[config.mk]
export PLATFORM = sky130hd
export DESIGN_NAME = arq_sender
export DESIGN_NICKNAME = d
export VERILOG_FILES = /design/src/rtl/arq_sender.sv
export SDC_FILE = /design/constraint.sdc
export NUM_CORES = 1
export LEC_CHECK = 0
export CORE_MARGIN = 4
export CORE_UTILIZATION = 35
export CTS_BUF_LIST = sky130_fd_sc_hd__clkbuf_4 sky130_fd_sc_hd__clkbuf_8
export DETAILED_ROUTE_END_ITERATION = 10
export GPL_TIMING_DRIVEN = 0
export PLACE_DENSITY = 0.65
export REMOVE_ABC_BUFFERS = 1
export SYNTH_ARGS = -nofsm -noshare
export SYNTH_HDL_FRONTEND = slang
export SYNTH_SLANG_ARGS = --single-unit
[constraint.sdc]
create_clock -name clk -period 3.9 [get_ports clk]
set_input_delay 0.78 -clock clk [delete_from_list [all_inputs] [get_ports clk]]
set_output_delay 0.78 -clock clk [all_outputs]
set_load 0.02 [all_outputs]
[src/rtl/arq_sender.sv]
// rtl/arq_sender.sv - stop-and-wait ARQ transmitter, serial framing with retry (optional parity: ARQ_SENDER_PARITY_EN)
module arq_sender #(
    parameter int TIMEOUT   = 16,
    parameter int MAX_RETRY = 3
) (
    input  logic       clk,
    input  logic       rst,
    input  logic [7:0] in_data,
    input  logic       in_valid,
    output logic       in_ready,
    output logic       tx_bit,
    output logic       tx_en,
    input  logic       ack_valid,
    input  logic       ack_seq,
    output logic       busy,
    output logic       sent,
    output logic       fail
);

    typedef enum logic [1:0] {
        IDLE = 2'd0,
        SEND = 2'd1,
        WAIT = 2'd2
    } state_t;

`ifdef ARQ_SENDER_PARITY_EN
    localparam int FL = 10;
`else
    localparam int FL = 9;
`endif

    localparam logic [3:0] LAST_BIT   = 4'(FL - 1);
    localparam logic [7:0] TIMER_LAST = 8'(TIMEOUT - 1);
    localparam logic [3:0] RETRY_LAST = 4'(MAX_RETRY);

    state_t      state_q, state_d;
    logic        seq_q, seq_d;
    logic [7:0]  data_q, data_d;
    logic [3:0]  bit_cnt_q, bit_cnt_d;
    logic [7:0]  timer_q, timer_d;
    logic [3:0]  retry_cnt_q, retry_cnt_d;
    logic        tx_bit_q, tx_bit_d;
    logic        tx_en_q, tx_en_d;
    logic        sent_q, sent_d;
    logic        fail_q, fail_d;
    logic        ack_match;

    // Frame bit idx: sequence bit first, then data MSB..LSB, then optional even parity
    function automatic logic frame_bit(input logic s, input logic [7:0] d, input logic [3:0] idx);
        logic b;
        case (idx)
            4'd0:    b = s;
            4'd1:    b = d[7];
            4'd2:    b = d[6];
            4'd3:    b = d[5];
            4'd4:    b = d[4];
            4'd5:    b = d[3];
            4'd6:    b = d[2];
            4'd7:    b = d[1];
            4'd8:    b = d[0];
`ifdef ARQ_SENDER_PARITY_EN
            4'd9:    b = ^d;
`endif
            default: b = 1'b0;
        endcase
        return b;
    endfunction

    assign ack_match = ack_valid && (ack_seq == seq_q);

    assign in_ready = (state_q == IDLE);
    assign busy     = (state_q != IDLE);
    assign tx_bit   = tx_bit_q;
    assign tx_en    = tx_en_q;
    assign sent     = sent_q;
    assign fail     = fail_q;

    // Next-state logic; serial outputs are computed one cycle ahead so they leave a flop
    always_comb begin
        state_d     = state_q;
        seq_d       = seq_q;
        data_d      = data_q;
        bit_cnt_d   = bit_cnt_q;
        timer_d     = timer_q;
        retry_cnt_d = retry_cnt_q;
        tx_bit_d    = 1'b0;
        tx_en_d     = 1'b0;
        sent_d      = 1'b0;
        fail_d      = 1'b0;

        case (state_q)
            IDLE: begin
                if (in_valid) begin
                    data_d      = in_data;
                    bit_cnt_d   = 4'd0;
                    retry_cnt_d = 4'd0;
                    state_d     = SEND;
                    tx_en_d     = 1'b1;
                    tx_bit_d    = frame_bit(seq_q, in_data, 4'd0);
                end
            end

            SEND: begin
                // bit_cnt_q is the index of the bit currently on tx_bit
                if (bit_cnt_q == LAST_BIT) begin
                    state_d = WAIT;
                    timer_d = 8'd0;
                end else begin
                    bit_cnt_d = bit_cnt_q + 4'd1;
                    tx_en_d   = 1'b1;
                    tx_bit_d  = frame_bit(seq_q, data_q, bit_cnt_q + 4'd1);
                end
            end

            WAIT: begin
                timer_d = timer_q + 8'd1;
                if (ack_match) begin
                    // A matching ack wins over a coincident timeout
                    sent_d  = 1'b1;
                    seq_d   = ~seq_q;
                    state_d = IDLE;
                end else if (timer_q == TIMER_LAST) begin
                    if (retry_cnt_q == RETRY_LAST) begin
                        fail_d  = 1'b1;
                        seq_d   = ~seq_q;
                        state_d = IDLE;
                    end else begin
                        retry_cnt_d = retry_cnt_q + 4'd1;
                        bit_cnt_d   = 4'd0;
                        state_d     = SEND;
                        tx_en_d     = 1'b1;
                        tx_bit_d    = frame_bit(seq_q, data_q, 4'd0);
                    end
                end
            end

            default: begin
                state_d = IDLE;
            end
        endcase
    end

    // State and registered outputs; reset abandons any frame without a sent/fail pulse
    always_ff @(posedge clk) begin
        if (rst) begin
            state_q     <= IDLE;
            seq_q       <= 1'b0;
            data_q      <= 8'd0;
            bit_cnt_q   <= 4'd0;
            timer_q     <= 8'd0;
            retry_cnt_q <= 4'd0;
            tx_bit_q    <= 1'b0;
            tx_en_q     <= 1'b0;
            sent_q      <= 1'b0;
            fail_q      <= 1'b0;
        end else begin
            state_q     <= state_d;
            seq_q       <= seq_d;
            data_q      <= data_d;
            bit_cnt_q   <= bit_cnt_d;
            timer_q     <= timer_d;
            retry_cnt_q <= retry_cnt_d;
            tx_bit_q    <= tx_bit_d;
            tx_en_q     <= tx_en_d;
            sent_q      <= sent_d;
            fail_q      <= fail_d;
        end
    end

endmodule

==> results of run 1 <==
[kinds of logic after synthesis]
family / Yosys count
fa+ha+maj: 8
mux: 15
buf+inv: 10
flops: 31
simple gates: 65
compound gates: 43
xor+xnor: 3
[stage by stage]
step | setup slack, ns | power (mW) | area, sq um
after floorplan | 1.70 | 0.377 | 1560
after global placement | 0.757 | 0.409 | 1810
after detailed placement | 1.07 | 0.409 | 1810
after CTS | 1.35 | 0.697 | 1910
after global routing | 1.26 | 0.718 | 1910
final | 1.40 | 0.684 | 1910
[critical path, delay by kind of cell]
| kind | cells | cell delay [ns] |
|---|---|---|
| buf+inv | 1 | 1.01 |
| compound gates | 1 | 0.25 |
| simple gates | 1 | 0.63 |
[layer usage]
layer / vias to the layer above / global-route usage [%] / wire, microns
li1: 680 / - / -
met1: 582 / 15.8 / 1560
met2: 26 / 20.7 / 1470
met3: 6 / 3.56 / 155
met4: 0 / 6.02 / 61
met5: - / 0 / 0
[synthesized netlist by cell type (all sizes together) (4+ instances only)]
master	number
mux2i	11
o21ai	8
ha	8
mux2	4
a22oi	5
nand3	4
or3	4
nor2	21
nor2b	4
nand2	6
inv	4
buf	4
a21oi	14
dfxtp	31
[final cells by class]
| type | instances | area share [%] |
|---|---|---|
| clock buffers | 8 | 5.42 |
| multi-input cells | 134 | 48.6 |
| repair buffers | 18 | 9.41 |
| inverters | 4 | 0.784 |
| flip-flops and latches | 31 | 32.4 |
| well taps | 52 | 3.40 |
[flip-flops by register name (all words and copies together) (netlist names)]
signal       cells
data_q           8
timer_q          8
bit_cnt_q        4
retry_cnt_q      4
state_q          2
fail             1
sent             1
seq_q            1
tx_bit           1
tx_en            1
[power breakdown]
group | switching [mW] | internal [mW] | total (mW) | leakage [nW]
Combinational | 0.0342 | 0.0355 | 0.0697 | 0.411
Sequential | 0.00630 | 0.325 | 0.331 | 0.252
Clock | 0.115 | 0.168 | 0.282 | 0.0549
[final timing paths]
check / from / to / slack, ns / depth (start not counted)
max: rst / tx_bit / 1.40 / 3
min: data_q[5] / data_q[5] / 0.50 / 2
max reg2reg: timer_q[4] / bit_cnt_q[0] / 1.94 / 4
min reg2reg: data_q[5] / data_q[5] / 0.50 / 2
==> metrics.md, run 1 <==
| Metric | Value |
|---|---|
| Slew @ Worst Pin | `around 1.2 ns` |
| Power density of the placed cells | `357 nW/um^2` |
| Crit end category | `register` |
| Largest fanout on the critical path | `34` |
| Routed length per instance | `approximately 13 microns` |
| Number of buffers inserted during clock tree synthesis | `5` |
| Root Buffer Master | `sky130_fd_sc_hd__clkbuf_8` |
| Most frequent standard cell in the layout excluding fill and tap cells | `sky130_fd_sc_hd__dfxtp_1` |
| Hold buffer count at cts | `0` |
| Multiplexer area fraction after synthesis | `under 10%` |
| Element type at the critical path start | `input port` |
| Buffers inserted during post-CTS setup optimization | `0` |
| CTS H-tree depth | `2` |
| Post-Synth Adder-Cell Area | `6.29%` |
| Total of cells resized after clock tree synthesis | `0` |
| Port-buffer cells | `18` |
| Final antenna-violating net count | `0` |
| Required time of the worst setup path | `4.09 ns` |
| Worst-path clk slew | `~0.060 ns` |
| Vertical extent of the die | `approximately 75 microns` |
| Util after Layout | `a little over two fifths` |
| Via density | `around 5.2` |
| Slew Limit Headroom | `21.7%` |
| Maximum Capacitance Violations | `0` |
| Kind of critical path | `input port to register` |
| Count of different cell masters after synthesis | `44` |
| Number of fillers in the final layout | `roughly 460` |
| Total area of sequential cells | `around 620 sq um` |
| Main combinational cell family by area after synthesis | `simple AND/OR/NAND/NOR gates` |
| Worst hold slack across all endpoints | `between 0.4 and 0.5 ns` |
| FMAX | `roughly 400 MHz` |
| Most used flip-flop cell after synthesis | `sky130_fd_sc_hd__dfxtp_1` |
| Synthesized area per cell | `~9.1 sq um` |
| Antenna violations before repair | `0` |
| First-pass DRT Iterations | `4` |
| Yosys synthesis warning count | `0` |
| Placed wire-length estimate | `approximately 2.3 mm` |
| Commonest cells after routing, fill and taps aside | `31 x sky130_fd_sc_hd__dfxtp_1, 21 x sky130_fd_sc_hd__nor2_1, 18 x sky130_fd_sc_hd__clkdlybuf4s50_1, 14 x sky130_fd_sc_hd__a21oi_1, 11 x sky130_fd_sc_hd__mux2i_1` |
| Final setup violation count | `0` |
| # clock sinks | `31` |
| Clock latency at the later pin of the worst-skew pair | `0.28 ns` |
| Complex-gate fraction of the synthesized area | `18.2%` |
| Arrival time reported for the critical path endpoint | `approximately 2.7 ns` |
| Multi-input combinational cell area | `a little over 900 sq um` |
| IO Count | `19` |
| Row count | `24` |
| Minimum clock period after layout | `roughly 2.5 ns` |
| Worst supply voltage drop on vdd | `roughly 0.00017 V` |
| Total placed cells including tap cells | `between 200 and 250` |
| Total detailed-routing wirelength | `~3.2 mm` |
| Worst min-delay path class | `register to register` |
| Yosys reg bits | `31` |
| Cell taking the most area after synthesis | `sky130_fd_sc_hd__dfxtp_1` |
| Post-route DRC violation count | `0` |
| Count of flip-flops with a built-in enable after synthesis | `0` |
| Total gr overflow | `0` |
| Via count of the first global-routing pass | `between 1000 and 1500` |
| Syn Inst Count | `175` |
| Final weighted congestion in routability-driven placement | `0.729` |
| Global-route usage over all layers | `12.8%` |
| Critical Path, Cell by Cell | `clkdlybuf4s50_1 > or3_1 > o31ai_1` |
| Nets | `approximately 220` |
| Largest clock skew in the final design | `0.00366 ns` |
| Wire length of the first global-routing pass | `5.57 mm` |
| Setup repair after global routing missed its margin | `no` |
| Number of diodes | `0` |
| Post-synthesis cell area | `1590 sq um` |
| Starting density of the core | `a little over a third` |
| Post-synth top area share | `~39%` |
| Number of DRC markers after the initial detailed-route iteration | `slightly above 100` |
| Vias | `between 1000 and 1500` |
| Ys async rst share | `0%` |
| Maximum number of pins on one net before global-route repair | `35` |
| Post-route insts no fill | `247` |
| Area of the placeable core | `4380 sq um` |
| CP max stage cell | `sky130_fd_sc_hd__clkdlybuf4s50_1` |
| Fraction of final layout cells sized beyond drive strength 1 | `around 7.7%` |
| Number of hold violations in the final report | `0` |
| Final critical-path share of the clock period | `approximately 64%` |
| Crit path largest cell delay | `between 1 and 1.5 ns` |
| Clock tree from TritonCTS | `yes` |
| Synth Area in XOR/XNOR | `under 10%` |
| Clock buffer depth | `2` |
| Outcome | `complete, no violations` |
| Number of max-slew violations in the final report | `0` |
| Relative area change from synthesis to final layout | `20.4%` |
| Leakage dissipation | `about 0.7 nW` |
| Simple logic cell fraction of the synthesized area | `between 20% and 30%` |
| Synth top area cells | `sky130_fd_sc_hd__dfxtp_1 39%, sky130_fd_sc_hd__mux2i_1 6.9%, sky130_fd_sc_hd__ha_1 6.3%` |
| Die area | `approximately 5700 sq um` |
| Portion of the post-synthesis area used by sequential elements | `between 30% and 40%` |
| Final-layout setup total negative slack | `0 ns` |
| Die extent in x | `about 75 microns` |
Power figures use the tool's default switching activity.
==> run 2, diff against run 1 <==
--- a/config.mk
+++ b/config.mk
@@ -10,7 +10,7 @@
 export CTS_BUF_LIST = sky130_fd_sc_hd__clkbuf_4 sky130_fd_sc_hd__clkbuf_8
 export DETAILED_ROUTE_END_ITERATION = 10
 export GPL_TIMING_DRIVEN = 0
-export PLACE_DENSITY = 0.65
+export PLACE_DENSITY = 0.67
 export REMOVE_ABC_BUFFERS = 1
 export SYNTH_ARGS = -nofsm -noshare
 export SYNTH_HDL_FRONTEND = slang
==> constraint.sdc (replaced) <==
create_clock -name clk -period 2.2 [get_ports clk]
set_input_delay 0.44 -clock clk [delete_from_list [all_inputs] [get_ports clk]]
set_output_delay 0.44 -clock clk [all_outputs]
set_load 0.02 [all_outputs]
==> metrics.md, run 2 (same netlist as run 1, synthesis figures left out) <==
| Metric | Value |
|---|---|
| Final Worst Setup Slack | `0.127 ns (was 1.40 ns)` |
| Most frequent standard cell in the layout excluding fill and tap cells | `sky130_fd_sc_hd__dfxtp_1 (unchanged)` |
| Crit path largest cell delay | `0.59 ns (was 1.01 ns)` |
| Sum of buffers and inverters on the critical path | `2 (was 1)` |
| Top cell family by delay on the critical path | `buffers and inverters (unchanged)` |
| FMAX | `482 MHz` |
| Post-route DRC violation count | `0 (unchanged)` |
| Slew Limit Headroom | `18.1% (was 21.7%)` |
| Maximum Capacitance Violations | `0 (unchanged)` |
| Number of hold violations in the final report | `0 (unchanged)` |
| Total gr overflow | `0 (unchanged)` |
| Number of logic stages on the critical path including buffering | `3 (unchanged)` |
| Worst hold slack across all endpoints | `0.499 ns (was 0.498 ns)` |
| Critical Path, Cell by Cell | `or2_2 > inv_1 > clkdlybuf4s50_1 (was clkdlybuf4s50_1 > or3_1 > o31ai_1)` |
| Global-route usage over all layers | `12.9% (was 12.8%)` |
| Routed length per instance | `13.2 microns (was 13.1 microns)` |
| Vias | `1306 (was 1294)` |
| Starting density of the core | `36.3% (unchanged)` |
| Final critical-path share of the clock period | `a little over nine tenths` |
| Element type at the critical path start | `register (was input port)` |
| Nets | `215 (unchanged)` |
| First-pass DRT Iterations | `4 (unchanged)` |
| Die extent in x | `75.4 microns (unchanged)` |
| Worst slack at placement | `-0.330 ns (was 1.07 ns)` |
| Minimum clock period after layout | `slightly above 2 ns` |
| Antenna violations before repair | `0 (unchanged)` |
| Vertical extent of the die | `75.4 microns (unchanged)` |
| Placed instance area | `1810 sq um (unchanged)` |
| Root Buffer Master | `sky130_fd_sc_hd__clkbuf_8 (unchanged)` |
| Worst supply voltage drop on vdd | `0.000258 V (was 0.000173 V)` |
| CTS H-tree depth | `2 (unchanged)` |
| Maximum number of pins on one net before global-route repair | `35 (unchanged)` |
| Total area of sequential cells | `621 sq um (unchanged)` |
| Number of max-slew violations in the final report | `0 (unchanged)` |
| Placed wire-length estimate | `2.25 mm (was 2.33 mm)` |
| # clock sinks | `31 (unchanged)` |
| Slew @ Worst Pin | `1.23 ns (was 1.17 ns)` |
| Final setup violation count | `0 (unchanged)` |
| Via count of the first global-routing pass | `1207 (was 1239)` |
| Total placed cells including tap cells | `239 (unchanged)` |
| Outcome | `complete, no violations (unchanged)` |
| Util after Layout | `43.3% (was 43.7%)` |
| Clock buffer depth | `2 (unchanged)` |
| Clock tree from TritonCTS | `yes (unchanged)` |
| Hold buffer count at cts | `0 (unchanged)` |
| Kind of critical path | `register to primary output (was input port to register)` |
| Worst-path clk slew | `0.07 ns (was 0.06 ns)` |
| Arrival time reported for the critical path endpoint | `1.63 ns (was 2.69 ns)` |
| Area of the placeable core | `4380 sq um (unchanged)` |
| Largest registers in the final layout | `data_q: 8 flops, timer_q: 8 flops (unchanged)` |
| Post-route insts no fill | `246 (was 247)` |
| Crit end category | `primary output (was register)` |
| Relative area change from synthesis to final layout | `19.3% (was 20.4%)` |
| Via density | `5.31 (was 5.24)` |
| Number of buffers inserted during clock tree synthesis | `5 (unchanged)` |
| Fraction of final layout cells sized beyond drive strength 1 | `7.22% (was 7.69%)` |
| Commonest cells after routing, fill and taps aside | `31 x sky130_fd_sc_hd__dfxtp_1, 21 x sky130_fd_sc_hd__nor2_1, 17 x sky130_fd_sc_hd__clkdlybuf4s50_1, 14 x sky130_fd_sc_hd__a21oi_1, 11 x sky130_fd_sc_hd__mux2i_1 (was 31 x sky130_fd_sc_hd__dfxtp_1, 21 x sky130_fd_sc_hd__nor2_1, 18 x sky130_fd_sc_hd__clkdlybuf4s50_1, 14 x sky130_fd_sc_hd__a21oi_1, 11 x sky130_fd_sc_hd__mux2i_1)` |
| Power density of the placed cells | `616 nW/um^2 (was 357 nW/um^2)` |
| Port-buffer cells | `18 (unchanged)` |
| Die area | `5690 sq um (unchanged)` |
| Clock latency at the later pin of the worst-skew pair | `0.29 ns (was 0.28 ns)` |
| Buffers inserted during post-CTS setup optimization | `0 (unchanged)` |
| Number of fillers in the final layout | `442 (was 457)` |
| Row count | `24 (unchanged)` |
| Largest fanout on the critical path | `9 (was 34)` |
| Required time of the worst setup path | `1.76 ns (was 4.09 ns)` |
| Number of cells traversed by the worst hold path | `2 (unchanged)` |
| Length in cells of the worst reg-to-reg path | `4 (unchanged)` |
| CP max stage cell | `sky130_fd_sc_hd__clkdlybuf4s50_1 (unchanged)` |
| Wire length of the first global-routing pass | `5.62 mm (was 5.57 mm)` |
| Multi-input combinational cell area | `930 sq um (unchanged)` |
| Number of diodes | `0 (unchanged)` |
| IO Count | `19 (unchanged)` |
| Setup repair after global routing missed its margin | `no (unchanged)` |
| Number of DRC markers after the initial detailed-route iteration | `86 (was 101)` |
| Total detailed-routing wirelength | `3.24 mm (about the same)` |
| Largest clock skew in the final design | `0.00991 ns (was 0.00366 ns)` |
| Final weighted congestion in routability-driven placement | `0.761 (was 0.729)` |
| Worst min-delay path class | `register to register (unchanged)` |
| Final antenna-violating net count | `0 (unchanged)` |
| Leakage dissipation | `0.711 nW (was 0.717 nW)` |
| Final instance area | `1900 sq um (was 1910 sq um)` |
## run 2: changes by cell type in the layout (fill, tap and decap cells not counted), sizes merged
cell / before / now
clkbuf: 8 / 6
dlygate4sd2: 0 / 1
clkinv: 0 / 1
clkdlybuf4s50: 18 / 17
## run 2: per-stage QoR
| step | power (mW) | setup TNS, ns |
|---|---|---|
| 3_3_place_gp | 0.724 | -6.36 |
| 5_1_grt | 1.21 | 0 |
| 2_1_floorplan | 0.668 | 0 |
| 4_1_cts | 1.18 | 0 |
| 3_5_place_dp | 0.725 | -0.866 |
| 6_report | 1.17 | 0 |
## run 2: path summary, 6_finish.rpt
kind | slack (ns) | startpoint | to
setup / recovery | 0.13 | state_q[1] | in_ready
hold / removal | 0.50 | retry_cnt_q[1] | retry_cnt_q[1]
setup reg to reg | 0.27 | timer_q[4] | bit_cnt_q[0]
hold reg to reg | 0.50 | retry_cnt_q[1] | retry_cnt_q[1]
## run 2: repair_timing
| item | in CTS | in global routing |
|---|---|---|
| setup endpoints to repair | 1 | 0 |
| resized for setup | 1 | 0 |
| endpoints found under the hold margin | 0 | 0 |
## run 2: final cells by class
class	count	area share (%)
Timing Repair Buffer	18	9.43
Clock buffer	6	4.35
Sequential cell	31	32.7
Tap cell	52	3.43
Multi-Input combinational cell	134	49.0
Clock inverter	1	0.264
Inverter	4	0.792
## run 2: layer usage
layer  share of wire, %  wire, microns  vias up  GRT usage, %
met5                  0              0        -             0
met4                2.2             70        0          6.41
met3                3.8            123        7          2.90
met2                 47           1510       22          20.9
met1                 47           1530      598          16.1
li1                   -              -      679             -
## run 2: worst min-delay path, stage by stage, from the launching register on
cell and delay, ns:
sky130_fd_sc_hd__dfxtp_1 0.32, sky130_fd_sc_hd__o21ai_0 0.07, sky130_fd_sc_hd__a21oi_1 0.06
## run 2: where the power goes
| part | internal (mW) | switching [mW] |
|---|---|---|
| Combinational | 0.0622 | 0.0616 |
| Sequential | 0.576 | 0.0113 |
| Clock | 0.245 | 0.211 |
==> run 3, diff against run 2 <==
--- a/config.mk
+++ b/config.mk
@@ -5,6 +5,7 @@
 export SDC_FILE = /design/constraint.sdc
 export NUM_CORES = 1
 export LEC_CHECK = 0
+export ABC_AREA = 0
 export CORE_MARGIN = 4
 export CORE_UTILIZATION = 35
 export CTS_BUF_LIST = sky130_fd_sc_hd__clkbuf_4 sky130_fd_sc_hd__clkbuf_8
==> results of run 3 <==
Same layout as run 2: the final DEF is identical, and so are final timing and power.
